$ cat config.mk
export PLATFORM = sky130hd
export DESIGN_NAME = spi_master_gen2
export DESIGN_NICKNAME = d
export VERILOG_FILES = /design/src/rtl/spi_master_gen2.sv
export SDC_FILE = /design/constraint.sdc
export NUM_CORES = 1
export LEC_CHECK = 0
export ABC_CLOCK_PERIOD_IN_PS = 9700
export BUFFER_PORTS_ARGS = -buffer_cell sky130_fd_sc_hd__buf_2
export CAP_MARGIN = 20
export CELL_PAD_IN_SITES_DETAIL_PLACEMENT = 1
export CELL_PAD_IN_SITES_GLOBAL_PLACEMENT = 2
export CORE_MARGIN = 8
export CORE_UTILIZATION = 38
export CTS_CLUSTER_DIAMETER = 120
export DETAILED_ROUTE_END_ITERATION = 16
export GPL_ROUTABILITY_DRIVEN = 0
export HOLD_SLACK_MARGIN = 0.03
export PLACE_DENSITY_LB_ADDON = 0.1
export SLEW_MARGIN = 40
export SYNTH_ARGS = -nofsm -noshare
export SYNTH_HDL_FRONTEND = slang
export SYNTH_SLANG_ARGS = --single-unit
$ cat constraint.sdc
create_clock -name clk -period 9.7 [get_ports clk]
set_input_delay 1.455 -clock clk [delete_from_list [all_inputs] [get_ports clk]]
set_output_delay 1.455 -clock clk [all_outputs]
set_load 0.05 [all_outputs]
$ cat src/rtl/spi_master_gen2.sv
// SPI master, second generation: all four modes, MSB/LSB-first, 1..DATA_W bit
// frames, tick-based SCLK divider and fixed CS setup/hold/gap half-periods.
module spi_master_gen2 #(
    parameter int DATA_W    = 32,
    parameter int LEN_W     = 5,
    parameter int CS_COUNT  = 8,
    parameter int CS_ADDR_W = 3,
    parameter int DIV_W     = 8
) (
    input  logic                 clk,
    input  logic                 rst,
    input  logic                 start,
    output logic                 busy,
    output logic                 done,
    input  logic [DATA_W-1:0]    tx_data,
    output logic [DATA_W-1:0]    rx_data,
    input  logic [LEN_W-1:0]     frame_len,
    input  logic [CS_ADDR_W-1:0] cs_addr,
    input  logic [DIV_W-1:0]     clk_div,
    input  logic                 cpol,
    input  logic                 cpha,
    input  logic                 lsb_first,
    input  logic                 idle_mosi,
    output logic                 sclk,
    output logic                 mosi,
    input  logic                 miso,
    output logic [CS_COUNT-1:0]  cs_n
);

    localparam int EDGE_W = LEN_W + 2;

    typedef enum logic [2:0] {
        S_IDLE, S_SETUP, S_XFER, S_HOLD, S_GAP
    } state_t;

    state_t            state_q, state_d;
    logic [DIV_W-1:0]  cnt_q, cnt_d, div_q, div_d;
    logic [EDGE_W-1:0] edge_q, edge_d;
    logic [LEN_W-1:0]  len_q, len_d;
    logic [DATA_W-1:0] tx_q, tx_d, sh_q, sh_d, rx_q, rx_d;
    logic              cpol_q, cpol_d, cpha_q, cpha_d;
    logic              lsb_q, lsb_d, imo_q, imo_d;
    logic              sclk_q, sclk_d, mosi_q, mosi_d;
    logic              done_q, done_d;
    logic [CS_COUNT-1:0] cs_n_q, cs_n_d;

    logic              tick;
    logic [EDGE_W-1:0] edge_n, edge_last;
    logic [LEN_W-1:0]  len_sat, p_tx, p_rx;

    // Order index k of a frame bit -> position within the data word.
    function automatic logic [LEN_W-1:0] bit_pos(
        input logic [LEN_W-1:0] k,
        input logic [LEN_W-1:0] last,
        input logic             lsb
    );
        return lsb ? k : last - k;
    endfunction

    // Active-low one-cold select; addresses past CS_COUNT select nothing.
    function automatic logic [CS_COUNT-1:0] cs_decode(
        input logic [CS_ADDR_W-1:0] a
    );
        logic [CS_COUNT-1:0] r;
        r = '1;
        for (int i = 0; i < CS_COUNT; i++) begin
            if (int'(a) == i) r[i] = 1'b0;
        end
        return r;
    endfunction

    assign busy    = (state_q != S_IDLE);
    assign done    = done_q;
    assign rx_data = rx_q;
    assign sclk    = sclk_q;
    assign mosi    = mosi_q;
    assign cs_n    = cs_n_q;

    // Next-state logic for the frame sequencer, divider and data path.
    always_comb begin
        state_d = state_q;
        cnt_d   = cnt_q;
        div_d   = div_q;
        edge_d  = edge_q;
        len_d   = len_q;
        tx_d    = tx_q;
        sh_d    = sh_q;
        rx_d    = rx_q;
        cpol_d  = cpol_q;
        cpha_d  = cpha_q;
        lsb_d   = lsb_q;
        imo_d   = imo_q;
        sclk_d  = sclk_q;
        mosi_d  = mosi_q;
        cs_n_d  = cs_n_q;
        done_d  = 1'b0;

        tick      = (cnt_q == div_q);
        edge_n    = edge_q + EDGE_W'(1);
        edge_last = (EDGE_W'(len_q) + EDGE_W'(1)) << 1;
        len_sat   = (int'(frame_len) >= DATA_W) ? LEN_W'(DATA_W - 1) : frame_len;
        // Shift bit k on edge 2k (cpha=0) or 2k+1 (cpha=1); sample on the
        // following edge, so both reduce to a shift of the edge count.
        p_tx = bit_pos(LEN_W'(edge_n >> 1), len_q, lsb_q);
        p_rx = bit_pos(LEN_W'(edge_q >> 1), len_q, lsb_q);

        if (state_q == S_IDLE) cnt_d = '0;
        else if (tick)         cnt_d = '0;
        else                   cnt_d = cnt_q + DIV_W'(1);

        unique case (state_q)
            S_IDLE: begin
                sclk_d = cpol;
                mosi_d = idle_mosi;
                cs_n_d = '1;
                edge_d = '0;
                if (start) begin
                    state_d = S_SETUP;
                    tx_d    = tx_data;
                    len_d   = len_sat;
                    div_d   = clk_div;
                    cpol_d  = cpol;
                    cpha_d  = cpha;
                    lsb_d   = lsb_first;
                    imo_d   = idle_mosi;
                    sh_d    = '0;
                    cs_n_d  = cs_decode(cs_addr);
                    if (!cpha) mosi_d = tx_data[bit_pos('0, len_sat, lsb_first)];
                end
            end
            S_SETUP: begin
                if (tick) state_d = S_XFER;
            end
            S_XFER: begin
                if (tick) begin
                    sclk_d = ~sclk_q;
                    edge_d = edge_n;
                    if (edge_n[0] ^ cpha_q) sh_d[p_rx] = miso;
                    else if (edge_n != edge_last) mosi_d = tx_q[p_tx];
                    if (edge_n == edge_last) begin
                        state_d = S_HOLD;
                        sclk_d  = cpol_q;
                        mosi_d  = imo_q;
                    end
                end
            end
            S_HOLD: begin
                mosi_d = imo_q;
                if (tick) begin
                    state_d = S_GAP;
                    cs_n_d  = '1;
                end
            end
            S_GAP: begin
                if (tick) begin
                    state_d = S_IDLE;
                    done_d  = 1'b1;
                    rx_d    = sh_q;
                end
            end
            default: state_d = S_IDLE;
        endcase
    end

    // State and registered outputs; asynchronous reset to the idle bus.
    always_ff @(posedge clk or posedge rst) begin
        if (rst) begin
            state_q <= S_IDLE;
            cnt_q   <= '0;
            div_q   <= '0;
            edge_q  <= '0;
            len_q   <= '0;
            tx_q    <= '0;
            sh_q    <= '0;
            rx_q    <= '0;
            cpol_q  <= 1'b0;
            cpha_q  <= 1'b0;
            lsb_q   <= 1'b0;
            imo_q   <= 1'b0;
            sclk_q  <= 1'b0;
            mosi_q  <= 1'b0;
            cs_n_q  <= '1;
            done_q  <= 1'b0;
        end else begin
            state_q <= state_d;
            cnt_q   <= cnt_d;
            div_q   <= div_d;
            edge_q  <= edge_d;
            len_q   <= len_d;
            tx_q    <= tx_d;
            sh_q    <= sh_d;
            rx_q    <= rx_d;
            cpol_q  <= cpol_d;
            cpha_q  <= cpha_d;
            lsb_q   <= lsb_d;
            imo_q   <= imo_d;
            sclk_q  <= sclk_d;
            mosi_q  <= mosi_d;
            cs_n_q  <= cs_n_d;
            done_q  <= done_d;
        end
    end

endmodule

==> results of run 1 <==
routing by layer:
metal  vias to the layer above  routed length, µm  global-route usage  part of all wire
li1                       3013                  -                   -                 -
met4                         0                367              0.0635             0.017
met3                        27                740              0.0354             0.035
met2                       101              10400               0.311              0.49
met5                         -                  0                   0                 0
met1                      3085               9680               0.229              0.46
worst max-delay path, stage by stage, from the launching register on:
cell and delay (ns):
dfrtp_1 0.56, ha_1 0.33, nand3_1 0.13, xnor2_1 0.44
ha_1 0.37, a21oi_1 0.21, a21oi_1 0.10, a31oi_1 0.25
xnor2_1 0.17, a2111oi_0 0.39, o31ai_1 0.16, a41o_1 0.26
area by class of cell:
| class | count | share of cell area |
|---|---|---|
| Sequential cell | 142 | 0.413 |
| Multi-Input combinational cell | 635 | 0.408 |
| Timing Repair Buffer | 104 | 0.0622 |
| Clock buffer | 19 | 0.0525 |
| Tap cell | 234 | 0.0340 |
| Clock inverter | 13 | 0.0216 |
| Inverter | 19 | 0.00885 |
cells in the mapped netlist, types with 8 or more instances:
master      n  area [µm²]
nor2_1     46         173
nand2_1   265         995
o21ai_0    84         420
a211oi_1    8        60.1
mux2_2      8        90.1
inv_1      19        71.3
nand3_1    19        95.1
nor3_1      9        45.0
ha_1       11         138
dfrtp_1   134        3350
xor2_1      9        78.8
xnor2_1    20         175
mux2i_1    20         200
a21oi_1    49         245
dfstp_2     8         210
clkbuf_1   37         139
metrics by stage:
stage / std cells / setup WS (ns) / hold slack [ns]
2_1_floorplan: 841 / 4.45 / 0.432
3_3_place_gp: 1134 / 6.39 / 0.452
3_5_place_dp: 1134 / 6.35 / 0.457
4_1_cts: 1166 / 6.32 / 0.473
5_1_grt: 1166 / 6.01 / 0.482
6_report: 1166 / 6.23 / 0.468
layout by cell type (no fill, tap or decap), drive strengths merged, types with 3 or more instances in the layout:
cell and count:
dfstp 8, mux2i 20, buf 104, mux2 8
and3 4, nor3 9, nand3 19, or3 5
a31oi 4, xnor2 21, clkinv 7, nor4 5
dfrtp 134, o21ai 87, xor2 9, inv 20
nor3b 3, nand2b 7, nand2 266, ha 11
nor2b 4, clkbuf 19, a21oi 49, a211oi 8
nor2 46, bufinv 4
path summary, 6_finish.rpt:
path	start	endpoint	slack [ns]
worst min register to register	rx_data[8]$_DFFE_PP0P_	rx_data[8]$_DFFE_PP0P_	0.47
worst min-delay path	rx_data[8]$_DFFE_PP0P_	rx_data[8]$_DFFE_PP0P_	0.47
min in group asynchronous	rst	rx_data[5]$_DFFE_PP0P_	1.11
worst max-delay path	edge_q[1]$_DFFE_PP0P_	mosi$_DFFE_PP0P_	6.23
max in group asynchronous	rst	tx_q[20]$_DFFE_PP0P_	7.45
worst max register to register	edge_q[1]$_DFFE_PP0P_	mosi$_DFFE_PP0P_	6.23
state kept, by name (all words and copies together) (netlist names), 3 cells and up:
signal and cells:
sh_q 32, len_q 5, tx_q 32, cs_n 8, edge_q 7, div_q 8
cnt_q 8, rx_data 32, state_q 3
kinds of logic (layout without fill, tap and decap cells):
kind of cell / Yosys count / in the layout / synth area share
and+or+nand+nor: 380 / 380 / 0.220
AOI/OAI and AO/OA: 179 / 179 / 0.141
DFF: 142 / 142 / 0.489
buffers and inverters: 64 / 155 / 0.0337
xor gates and xnor gates: 33 / 33 / 0.0465
muxes: 30 / 30 / 0.0460
adders and majority gates: 13 / 13 / 0.0244
power by group through the flow:
| stage | Sequential, mW | Combinational [mW] | Clock, mW |
|---|---|---|---|
| 6_report | 0.847 | 0.839 | 0.713 |
| 3_3_place_gp | 0.849 | 0.803 | 0 |
| 2_1_floorplan | 0.863 | 0.583 | 0 |
| 4_1_cts | 0.846 | 0.844 | 0.730 |
| 5_1_grt | 0.865 | 0.939 | 0.750 |
| 3_5_place_dp | 0.855 | 0.838 | 0 |
==> results.toml, run 1 <==
[run_status]
outcome = "finished clean"

[critical_path]
critical_path_required_ns = 10.01
arrival_ns = 3.78
cp_max_fo = 9
reg2reg_depth = 11
end_kind = "register"
crit_type = "reg -> reg"
start_kind = "register"

[global_route]
grt_start_max_net_pins = 78
grt_usage = 0.183
grt_pass1_wl_um = 35200
grt_antenna_before_repair = 0
overflow = 0
grt_pass1_vias = 6669

[sta]
hold_violations = 0
rsz0062_at_grt = "false"
post-route-period-util = 0.358
drv_slew = 0
fmax_ghz = 0.288
worstMarginPinSlew_ns = 0.773
setup_tns_ns = 0
fin_skew_ns = 0.00791
setup_viol = 0
min_period_ns = 3.47
slew_headroom = 0.480

[clocking]
cts_tree = "built"
cts.sinks = 142
cts_hold_buf = 0
cts_root_buf = "clkbuf_16"
h-tree-depth = 4
cts_buffers = 17
post_cts_buffers = 0
clock_path_buffers = 2
path_clk_slew_ns = 0.06
clock_latency_ns = 0.42
cts_resized = 0

[hold_path]
min_path_cells = 2
worstHoldPathType = "reg -> reg"

[route]
drt_first_pass_iters = 5
routed-via-count = 6226
ant_nets = 0
drtIter0Drc = 235
finalWirelength_um = 21200
drc = 0
avgViaCountPerCell = 5.34
wl_per_cell_um = 18.2

[final_layout]
drive_gt1_frac = 0.179
regArea_um2 = 3560
stdcell_area_um2 = 8620
num-nets-final = 988
utilization = 0.459
area_growth_pct = 18.4
fillers = 2253
num_antenna_cells = 0
multiInputGateArea_um2 = 3510

[synthesis]
ys_seq_area_frac = 0.489
synth_area_per_cell_um2 = 8.66
synth-async-reset-ratio = 1.00
synth.distinct_cells = 60
ys_warn_count = 0
synth_ff_type = "dfrtp_1"
syn_area_um2 = 7290
synth_fp_nets = 910
synth_edf_count = 0
ys_ff_latch = 142
synthCells = 841

[place]
io_buffers = 99
placed_area_um2 = 7970
dpl.hpwl_um = 15100

[floorplan]
core_area_um2 = 18800
rows = 50
die_y_um = 154
die_area_um2 = 23900
dieWidth_um = 154
io_pins = 100
start_util = 0.388

[power_and_ir_drop]
leakagePower_nw = 4.31
p_sw_frac = 0.387
p_int_mw = 1.47
pwr-share-clk = 0.297
power_switching_mw = 0.928
seqPwrFrac = 0.353
power.total_mw = 2.40
p_comb_frac = 0.350
ir_worst_vdd_v = 0.000139
power.density_nw_per_um2 = 278

[run]
drv_cap = 0
No activity file was read; power rests on OpenSTA's default activity.
==> run 2, diff against run 1 <==
ABC_AREA = 1   (was default)
ABC_CLOCK_PERIOD_IN_PS = 3000   (was 9700)
CORE_UTILIZATION = 30   (was 38)
clock period = 3 ns   (was 9.7 ns; I/O delays follow)
==> run 2 against run 1 <==
Synthesized area grew 8.4%; register-to-register slack got worse by 6.0 ns; critical path type unchanged; total power rose to 3.7 times the previous value; hold slack got worse by 0.37 ns; non-clock buffer count is 15 higher.
==> results.toml, run 2 <==
[final_layout]
num-nets-final = 1258
fillers = 3299
final_common_cell = "nand2_1"
num_antenna_cells = 0
layout_common_cells = "460 x nand2_1, 134 x dfrtp_1, 118 x inv_1, 99 x buf_2, 58 x nand3_1"
area_growth_pct = 18.6
drive_gt1_frac = 0.176

[sta]
drv_slew = 0
rsz0062_at_grt = "false"
hold_violations = 0
fmax_ghz = 0.367
setup_tns_ns = 0
fin_skew_ns = 0.0126
worstMarginPinSlew_ns = 0.628
slew_headroom = 0.580
setup_viol = 0
min_period_ns = 2.72
post-route-period-util = 0.908

[route]
drt_first_pass_iters = 4
drtIter0Drc = 328
routed-via-count = 7067
avgViaCountPerCell = 4.60
drc = 0
finalWirelength_um = 23700
ant_nets = 0
wl_per_cell_um = 15.4

[power_and_ir_drop]
ir_worst_vdd_v = 0.000338
power.density_nw_per_um2 = 949
power.total_mw = 8.89
leakagePower_nw = 5.06

[clocking]
cts_root_buf = "clkbuf_16"
cts_buffers = 17
post_cts_buffers = 0
path_clk_slew_ns = 0.07
clock_path_buffers = 2
h-tree-depth = 4
clock_latency_ns = 0.43
cts.sinks = 142
cts_tree = "built"

[critical_path]
end_kind = "register"
crit_type = "reg -> reg"
crit_path_max_incr_delay_ns = 0.42
critPathMostFrequentCell = "nand2_1"
worst_path_max_delay_cell = "fa_1"
crit_chain = "ha_1, ha_1, inv_1, fa_1, or2_2, nand2_2, nand2_1, nand2_1, nand2_1, nand2_1, nand2_1, nand2_1, nand2_1, nand2_1, nand2_1, nand2_1, nand2_1, nand2_1, nand2_1"
critical_path_required_ns = 3.32
arrival_ns = 3.04
cp_max_fo = 8
path_delay_family = "simple AND/OR/NAND/NOR gates"
start_kind = "register"
path_buf_inv = 1

[global_route]
grt_start_max_net_pins = 71
grt_pass1_vias = 7554
grt_usage = 0.158
overflow = 0
grt_antenna_before_repair = 0
grt_pass1_wl_um = 40000

[synthesis]
synthCells = 1086
synth_fp_nets = 1155
ys_warn_count = 0
synth-async-reset-ratio = 1.00
yosysTopAreaCellShare = 0.424
ys_seq_area_frac = 0.451
netlist_top_cells_area = "dfrtp_1 42%, nand2_1 22%, inv_1 5.7%"
synth_area_per_cell_um2 = 7.27
synthTopCellsByCount = "461 x nand2_1, 134 x dfrtp_1, 119 x inv_1"
ys_ff_latch = 142
synth_most_common_cell = "nand2_1"
synth.distinct_cells = 44
synth_edf_count = 0
synth_ff_type = "dfrtp_1"
syn_area_um2 = 7900
yosys.area.top_type = "dfrtp_1"

[run]
drv_cap = 0

[floorplan]
start_util = 0.304
die_area_um2 = 31800
io_pins = 100
core_area_um2 = 26000
die_y_um = 178
rows = 59
dieWidth_um = 178

[hold_path]
worstHoldPathType = "in -> async"

[place]
io_buffers = 99
dpl.hpwl_um = 17700

[run_status]
outcome = "finished clean"
==> run 2: per-stage QoR <==
step	setup WS (ns)	cells	area (µm²)	util	hold WS [ns]
after floorplan	0.394	1086	7900	-	0.442
after global placement	0.261	1505	8790	0.338	0.451
after detailed placement	0.195	1505	8790	0.338	0.453
after CTS	0.155	1537	9370	0.360	0.100
after global routing	0.0237	1537	9370	0.361	0.130
final	0.276	1537	9370	0.361	0.0931
==> run 2: repair_timing <==
action	4_1_cts	5_1_grt
setup endpoints to repair	0	1
gates resized for setup	0	1
hold buffers	0	0
==> run 2: power breakdown <==
group	internal, mW	switching, mW	total, mW	leakage (nW)
registers	2.37	0.267	2.64	1.86
clock network	1.17	0.948	2.12	0.273
logic	1.26	2.87	4.13	2.92
total	4.80	4.09	8.89	5.06
==> run 2: path summary, 6_finish.rpt <==
| path | slack, ns | endpoint | start | depth (start not counted) |
|---|---|---|---|---|
| min in group clk | 0.22 | div_q[5]$_DFFE_PP0P_ | clk_div[5] | 3 |
| hold reg to reg | 0.46 | rx_data[16]$_DFFE_PP0P_ | rx_data[16]$_DFFE_PP0P_ | 2 |
| max in group asynchronous | 2.17 | edge_q[2]$_DFFE_PP0P_ | rst | 3 |
| setup / recovery | 0.28 | mosi$_DFFE_PP0P_ | edge_q[0]$_DFFE_PP0P_ | 19 |
| setup reg to reg | 0.28 | mosi$_DFFE_PP0P_ | edge_q[0]$_DFFE_PP0P_ | 19 |
| hold / removal | 0.09 | div_q[7]$_DFFE_PP0P_ | rst | 2 |
==> run 2: cell type report <==
cell class	instances	area [µm²]	area share
clock buffer	18	429	0.0458
clock inverter	14	145	0.0155
inverter	133	513	0.0548
multi-input combinational	776	3630	0.387
sequential	142	3560	0.380
tap	335	419	0.0447
timing repair buffer	119	671	0.0716
==> run 2: worst reg2reg max path, cell delays in order, from the launching register on <==
cell and delay [ns]:
dfrtp_1 0.39, ha_1 0.36, ha_1 0.21, inv_1 0.08
fa_1 0.42, or2_2 0.29, nand2_2 0.17, nand2_1 0.08
nand2_1 0.06, nand2_1 0.05, nand2_1 0.05, nand2_1 0.04
nand2_1 0.07, nand2_1 0.04, nand2_1 0.06, nand2_1 0.05
nand2_1 0.06, nand2_1 0.04, nand2_1 0.05, nand2_1 0.04
==> run 2: layer usage <==
metal	wire (µm)	up-vias	GRT usage
met2	11600	90	0.272
li1	-	3594	-
met3	694	21	0.0267
met5	0	-	0
met4	306	0	0.0441
met1	11100	3362	0.200
==> run 2: kinds of logic after synthesis <==
kind of cell	share of synthesized area
and+or+nand+nor	0.324
buffers and inverters	0.0914
DFF	0.451
AOI/OAI and AO/OA	0.0957
xor gates and xnor gates	0.0155
adders and majority gates	0.0225
